File: src/rtl/audio_mode_ctrl.sv
// audio_mode_ctrl
//   Selects the DAC playback source for the voice loop and performs click-free
//   mode switching. A debounced key press queues a switch; each switch ramps
//   gain down one step per LRCK frame, advances the mode, then ramps back up.
//
// Ports
//   clk_12M      sole clock (12.288 MHz MCLK domain)
//   rstn         synchronous active-low reset
//   init_done    codecs configured; low forces a soft restart, mode kept
//   key          raw active-low push-button (asynchronous)
//   lrck         DAC frame clock (asynchronous), rising edge = one gain step
//   bypass_data  mode 0 source
//   echo_data    mode 1 source
//   vchg_data    mode 2 source
//   data_out     registered, gain-scaled selected sample
//   mode         0 bypass, 1 echo, 2 voice change, 3 mute
//   busy         high whenever not in RUN
module audio_mode_ctrl #(
    parameter int DATA_WIDTH      = 16,
    parameter int DEBOUNCE_CYCLES = 245760,
    parameter int FADE_SHIFT      = 5
) (
    input  logic                  clk_12M,
    input  logic                  rstn,
    input  logic                  init_done,
    input  logic                  key,
    input  logic                  lrck,
    input  logic [DATA_WIDTH-1:0] bypass_data,
    input  logic [DATA_WIDTH-1:0] echo_data,
    input  logic [DATA_WIDTH-1:0] vchg_data,
    output logic [DATA_WIDTH-1:0] data_out,
    output logic [1:0]            mode,
    output logic                  busy
);

    localparam int FADE_STEPS = 1 << FADE_SHIFT;
    localparam int GW         = FADE_SHIFT + 1;
    localparam int PW         = DATA_WIDTH + FADE_SHIFT + 2;
    localparam int CW         = (DEBOUNCE_CYCLES > 1) ? $clog2(DEBOUNCE_CYCLES) : 1;

    typedef enum logic [2:0] {
        ST_WAIT_INIT,
        ST_FADE_IN,
        ST_RUN,
        ST_FADE_OUT,
        ST_SWITCH
    } state_t;

    // ------------------------------------------------------------------
    // Key synchroniser and debouncer
    // ------------------------------------------------------------------
    logic          r_key_s1, r_key_s2;
    logic          r_key_db, r_key_db_d;
    logic [CW-1:0] r_db_cnt;
    logic          w_press;

    always_ff @(posedge clk_12M) begin
        if (!rstn) begin
            r_key_s1   <= 1'b1;
            r_key_s2   <= 1'b1;
            r_key_db   <= 1'b1;
            r_key_db_d <= 1'b1;
            r_db_cnt   <= '0;
        end else begin
            r_key_s1   <= key;
            r_key_s2   <= r_key_s1;
            r_key_db_d <= r_key_db;
            if (r_key_s2 == r_key_db) begin
                r_db_cnt <= '0;
            end else if (r_db_cnt == CW'(DEBOUNCE_CYCLES - 1)) begin
                r_key_db <= r_key_s2;
                r_db_cnt <= '0;
            end else begin
                r_db_cnt <= r_db_cnt + 1'b1;
            end
        end
    end

    // Press = debounced level falling (key is active-low)
    assign w_press = r_key_db_d & ~r_key_db;

    // ------------------------------------------------------------------
    // LRCK synchroniser and frame tick (registered edge detect)
    // ------------------------------------------------------------------
    logic r_lrck_s1, r_lrck_s2, r_lrck_d, r_tick;

    always_ff @(posedge clk_12M) begin
        if (!rstn) begin
            r_lrck_s1 <= 1'b1;
            r_lrck_s2 <= 1'b1;
            r_lrck_d  <= 1'b1;
            r_tick    <= 1'b0;
        end else begin
            r_lrck_s1 <= lrck;
            r_lrck_s2 <= r_lrck_s1;
            r_lrck_d  <= r_lrck_s2;
            r_tick    <= r_lrck_s2 & ~r_lrck_d;
        end
    end

    // ------------------------------------------------------------------
    // Mode / gain sequencer
    // ------------------------------------------------------------------
    state_t        r_state;
    logic [GW-1:0] r_gain;
    logic [1:0]    r_mode;
    logic          r_pending;

    always_ff @(posedge clk_12M) begin
        if (!rstn) begin
            r_state   <= ST_WAIT_INIT;
            r_gain    <= '0;
            r_mode    <= 2'd0;
            r_pending <= 1'b0;
        end else if (!init_done) begin
            // Losing codec config drops any queued press; mode survives
            r_state   <= ST_WAIT_INIT;
            r_gain    <= '0;
            r_pending <= 1'b0;
        end else begin
            if (w_press && r_state != ST_WAIT_INIT)
                r_pending <= 1'b1;
            case (r_state)
                ST_WAIT_INIT: begin
                    r_gain  <= '0;
                    r_state <= ST_FADE_IN;
                end
                ST_FADE_IN: begin
                    if (r_tick && r_gain != GW'(FADE_STEPS)) begin
                        r_gain <= r_gain + 1'b1;
                        if (r_gain == GW'(FADE_STEPS - 1))
                            r_state <= ST_RUN;
                    end
                end
                ST_RUN: begin
                    if (r_pending) begin
                        // Clear wins over a same-cycle press: only one queued
                        r_pending <= 1'b0;
                        r_state   <= ST_FADE_OUT;
                    end
                end
                ST_FADE_OUT: begin
                    if (r_tick && r_gain != '0) begin
                        r_gain <= r_gain - 1'b1;
                        if (r_gain == GW'(1))
                            r_state <= ST_SWITCH;
                    end
                end
                ST_SWITCH: begin
                    r_mode  <= r_mode + 2'd1;
                    r_state <= ST_FADE_IN;
                end
                default: r_state <= ST_WAIT_INIT;
            endcase
        end
    end

    // ------------------------------------------------------------------
    // Source select and gain scaling
    // ------------------------------------------------------------------
    logic [DATA_WIDTH-1:0] w_src;
    logic signed [PW-1:0]  w_src_ext;
    logic signed [PW-1:0]  w_gain_ext;
    logic signed [PW-1:0]  w_prod;
    logic [DATA_WIDTH-1:0] r_data_out;

    always_comb begin
        w_src = '0;
        case (r_mode)
            2'd0:    w_src = bypass_data;
            2'd1:    w_src = echo_data;
            2'd2:    w_src = vchg_data;
            default: w_src = '0;
        endcase
    end

    assign w_src_ext  = {{(FADE_SHIFT + 2){w_src[DATA_WIDTH-1]}}, w_src};
    assign w_gain_ext = {{(DATA_WIDTH + 1){1'b0}}, r_gain};
    assign w_prod     = w_src_ext * w_gain_ext;

    // Arithmetic shift floors toward -inf; gain = FADE_STEPS is exact pass-through
    always_ff @(posedge clk_12M) begin
        if (!rstn)
            r_data_out <= '0;
        else
            r_data_out <= DATA_WIDTH'(w_prod >>> FADE_SHIFT);
    end

    assign data_out = r_data_out;
    assign mode     = r_mode;
    assign busy     = (r_state != ST_RUN);

endmodule

File: config.mk
export PLATFORM = sky130hd
export DESIGN_NAME = audio_mode_ctrl
export DESIGN_NICKNAME = d
export VERILOG_FILES = /design/src/rtl/audio_mode_ctrl.sv
export SDC_FILE = /design/constraint.sdc
export NUM_CORES = 1
export LEC_CHECK = 0
export ABC_AREA = 1
export ABC_CLOCK_PERIOD_IN_PS = 6400
export CAP_MARGIN = 10
export CORE_UTILIZATION = 58
export DETAILED_ROUTE_END_ITERATION = 6
export PLACE_DENSITY = 0.91
export SETUP_SLACK_MARGIN = 0.5
export SYNTH_ARGS = -nofsm -noshare
export SYNTH_HDL_FRONTEND = slang
export SYNTH_SLANG_ARGS = --single-unit
export TNS_END_PERCENT = 100
File: constraint.sdc
create_clock -name clk_12M -period 6.4 [get_ports clk_12M]
set_input_delay 0.96 -clock clk_12M [delete_from_list [all_inputs] [get_ports clk_12M]]
set_output_delay 0.96 -clock clk_12M [all_outputs]
set_load 0.01 [all_outputs]
# After elaboration in Yosys (flattened, before gate mapping)
# Index checks and enable logic that the tools add are counted.
# classes
n_addsub,4
multipliers,1
n_div,0
order_cmp,0
eq_ne,17
shifts,0
mux,13
bitwise,6
n_reduce_logical,15
# op_table
op,count
$pmux W16 S3,1
$mul A16 B7 Y21,1
$add A18 B1 Y18 const B,1
$eq A18 B18 Y1 const B,1
$pmux W6 S3,1
$mux W3,5
$mux W6,2
$pmux W3 S4,1
$ne A2 B2 Y1 const B,5
$add A6 B1 Y6 const B,1
$eq A3 B2 Y1 const B,2
$eq A6 B1 Y1 const B,1
$eq A6 B5 Y1 const B,1
$ne A6 B6 Y1 const B,1
$reduce_and A2 Y1,3
$reduce_bool A3 Y1,2
$reduce_bool A6 Y1,1
$sub A6 B1 Y6 const B,1
$reduce_and A5 Y1,1
$not A1 Y1,4
$eq A3 B1 Y1 const B,1
$eq A3 B3 Y1 const B,1
$logic_and A1 B1 Y1,3
$logic_not A3 Y1,1
11 further kinds,14
# totals
reg_bits,54
latch_bits,0
ramBits,0
mem_bits_ro,0
input_bits,53
output_inout_bits,19
wordCells,70
mem_count,0

# Longest topological paths before layout
# logic_depth
word_depth,6
ltp_mapped,29
ltp_nobuf,27

# Worst setup path before layout
# Ideal clock, no wire load.
# synth_timing
path_kind,register -> register
start,reg r_mode[0] (netlist: mode[0])
end,reg r_data_out[11] (netlist: data_out[11])
setup_ns,0.115
t_arrival_ns,4.853
t_required_ns,6.285
slack_ns,1.432
stages_incl_launch_ff,27
n_path_buf,2
period_less_slack_ns,4.968
cell_sequence,dfxtp_1 > inv_1 > ha_1 > clkbuf_2 > clkbuf_1 > nand2_1 > nand3_1 > nand2_1 > nor2_1 > fa_1 > inv_1 > fa_1 > inv_1 > fa_1 > inv_1 > fa_1 > inv_1 > ha_1 > nand2_1 > inv_1 > a21oi_1 > o21ai_0 > a21oi_1 > nand2b_1 > nand3_1 > nand2_1 > nor2_1
# synth_between
elab_chain_len,3
elab_cells_between_ends,5
classes_between,mul: 1; eq/ne: 2; mux: 1; reduce/logical: 1
# synth_lines
item,line_no,source
"start, declared",106,logic [1:0] r_mode;
"start signal, assigned",150,r_mode <= r_mode + 2'd1;
"$eq A2 B2 Y1, or another cell as far along",169,case (r_mode)
$pmux W16 S3 *,169,
$mul A16 B7 Y21 *,179,assign w_prod = w_src_ext * w_gain_ext;
"end signal, assigned",186,r_data_out <= DATA_WIDTH'(w_prod >>> FADE_SHIFT);
"end, declared",165,logic [DATA_WIDTH-1:0] r_data_out;
# Every way passes the cells marked *; elsewhere a longest branch is shown, timed or not.
# A chain may end at the register's enable or synchronous reset.

# Final worst setup path
# layout_timing
start,in bypass_data[15]
end,reg r_data_out[15] (netlist: data_out[15])
# layout_between
elab_chain_len,2
# layout_lines
item,line_no,source
"start, declared",28,"input logic [DATA_WIDTH-1:0] bypass_data,"
$pmux W16 S3,169,
$mul A16 B7 Y21,179,
# No other way between the ends.

==> summary.md <==
| Metric | Value |
|---|---|
| Number of global-route vias before repair | `5,375` |
| Power Density | `150 nW/um2` |
| Post-Route WL | `13,700 um` |
| IO Pins | `72` |
| Vias/cell | `5.46` |
| Synth unique cells | `42` |
| Antenna diodes | `0` |
| Top cell type's share of synthesized area | `0.206` |
| Worst-path cell chain | `clkdlybuf4s50_1 > nand2_1 > nand3_1 > nand2_1 > nor2_1 > inv_1 > fa_1 > inv_1 > fa_1 > fa_1 > inv_1 > fa_1 > inv_1 > ha_1 > inv_1 > nor3_1 > and2_1 > nand3_1 > nand2_1 > inv_1 > nand3_1 > nand2_1 > nor2_1` |
| Synthesized area | `5940 um2` |
| Post-Syn Nets | `977` |
| Placed Cells | `1,000` |
| Tot GR Track Use | `0.288` |
| Post-route clock skew | `0.0121 ns` |
| Synthesized area per cell | `7.28 um2` |
| Postcts setup bufs | `0` |
| Via count | `5,499` |
| Number of port buffers | `71` |
| P&R area growth vs syn | `14.8%` |
| Final setup viols | `0` |
| GP Congestion | `0.920` |
| Clock-pin slew on the worst setup and hold paths | `0.10 ns` |
| Post-Syn Instances | `815` |
| Most common cell in the synthesized netlist | `nand2_1` |
| Detailed Place HPWL | `11,100 um` |
| Layout cells sized above 1 | `0.0651` |
| Worst-Skew Late Latency | `0.32 ns` |
| Max stage delay on crit path | `0.57 ns` |
| Inserted Clock Buffers | `5` |
| Die Span X | `103 um` |
| Relative slew margins | `0.494` |
| Crit path DAT | `5.63 ns` |
| Seq/Total Area, Yosys | `0.182` |
| Crit path max fanout | `4` |
| Antenna violations before repair | `0` |
| Routed WL per cell | `13.6 um` |
| Initial Util | `0.602` |
| Die area | `10,600 um2` |
| CTS Hold Buffers Added | `0` |
| Hold slack | `0.400 ns` |
| Worst path bufs/invs | `7` |
| Fin. max-slew vios | `0` |
| Fin Setup TNS | `0 ns` |
| DP Area | `6720 um2` |
| CTS tree | `built` |
| Outcome | `finished, final reports clean` |
| Routed Antenna Nets | `0` |
| Delay-heaviest family, CP | `adder cells` |
| Yosys reg bits | `54` |
| First DRT Iteration DRCs | `353` |
| Critical path required time | `6.65 ns` |
| RSZ-0062 raised after global routing | `false` |
| Main synth FF type | `dfxtp_1` |
| Slowest-stage cell, CP | `fa_1` |
| Non-Filler Instances | `1,008` |
| Post-layout nets | `1,036` |
| Grt total ovfl | `0` |
| CP Capture Type | `flip-flop` |
| Final Cycle Share | `0.840` |
| Final Hold Fails | `0` |
| Crit path time final | `5.37 ns` |
| Max-cap violations | `0` |
| Area leader, netlist | `fa_1` |
| # DRC | `0` |
| Yosys warns | `0` |
| Clock Sinks | `54` |
| FMAX | `186 MHz` |
| Pleak | `3.31 nW` |
| H-Tree Depth | `2` |
| Worst Tran Pin Value | `0.757 ns` |
| Largest net degree at the start of global routing | `29` |
| First-pass GRT wire length | `23,800 um` |
| Row cnt | `36` |
| Post-cts resize count | `0` |
| Max clock buf depth | `2` |
| Post-synthesis async set-or-reset flop share | `0` |
| Cell area after layout | `6820 um2` |
| WS Path Type | `input port to flip-flop` |
| Fin util | `0.691` |
| Maximum vdd drop | `0.107 mV` |
| Die height | `103 um` |
| Post-synth top cells | `143 x nand2_1, 129 x inv_1, 116 x nor2_1` |
| Worst Hold Class | `flip-flop to flip-flop` |
| Core area | `9860 um2` |
| Startpoint Class | `input port` |
| Synth top area cells | `fa_1 21%, dfxtp_1 18%, ha_1 10%` |
| Root buffer cell | `clkbuf_8` |
| CP dominant cell by count | `inv_1` |
| EDFF count, synth | `0` |
| DR pass1 iterations | `6` |
-- registers in the layout, indices dropped and copies added, names as in the netlist --
name / cells
mode: 2
r_lrck_d: 1
r_tick: 1
r_key_s1: 1
r_pending: 1
r_state: 3
data_out: 16
r_lrck_s1: 1
r_lrck_s2: 1
r_key_s2: 1
r_key_db_d: 1
r_key_db: 1
r_db_cnt: 18
r_gain: 6
-- metal layers --
| layer | up-vias | wire [um] | track usage | share of wire |
|---|---|---|---|---|
| li1 | 2687 | - | - | - |
| met1 | 2537 | 5500 | 0.360 | 0.40 |
| met2 | 230 | 6800 | 0.503 | 0.50 |
| met3 | 45 | 889 | 0.0437 | 0.065 |
| met4 | 0 | 482 | 0.111 | 0.035 |
| met5 | - | 0 | 0 | 0 |
-- cells in the final DEF, fill, tap and decap left out, types with 11 or more instances in the layout --
cell type	instances
o21ai_0	31
fa_1	61
nand2_1	143
dfxtp_1	54
nor3_1	17
xor2_1	11
clkdlybuf4s50_1	71
inv_1	129
a21oi_1	45
ha_1	48
nand3_1	52
nor2_1	116
-- area by class of cell --
cell class | instances | area (um2)
clock buffers | 5 | 68.8
clock inverters | 3 | 28.8
fillers | 789 | 3050
inverters | 139 | 522
multi-input cells | 603 | 4240
flip-flops and latches | 54 | 1080
well taps | 133 | 166
repair buffers | 71 | 711
-- power breakdown --
part,switching [mW],total [mW],internal [mW]
logic,0.259,0.447,0.187
clock network,0.121,0.202,0.0812
registers,0.0160,0.376,0.360
-- metrics by stage --
step | setup slack, ns | power, mW
final | 1.03 | 1.02
after global routing | 0.639 | 1.11
after CTS | 1.01 | 1.03
after detailed placement | 0.695 | 0.826
after global placement | 0.837 | 0.813
after floorplan | 1.43 | 0.678
-- kinds of logic (layout without fill, tap and decap cells) --
group | after synthesis | count (layout) | share of synthesized area
AND/OR/NAND/NOR | 382 | 382 | 0.293
buffers and inverters | 158 | 218 | 0.104
adder cells (fa/ha/maj) | 109 | 109 | 0.307
AO/OA/AOI/OAI | 98 | 98 | 0.0929
flip-flops | 54 | 54 | 0.182
XOR/XNOR | 14 | 14 | 0.0207
-- worst paths after layout --
path                             endpoint                 start  cells after the start  slack [ns]
hold / removal          r_tick$_SDFF_PN0_   r_lrck_d$_SDFF_PN1_                      1        0.40
hold reg to reg         r_tick$_SDFF_PN0_   r_lrck_d$_SDFF_PN1_                      1        0.40
setup reg to reg  data_out[15]$_SDFF_PN0_  mode[0]$_SDFFE_PN0P_                     24        1.04
setup / recovery  data_out[15]$_SDFF_PN0_       bypass_data[15]                     23        1.03
(Power assumes the default switching activity.)
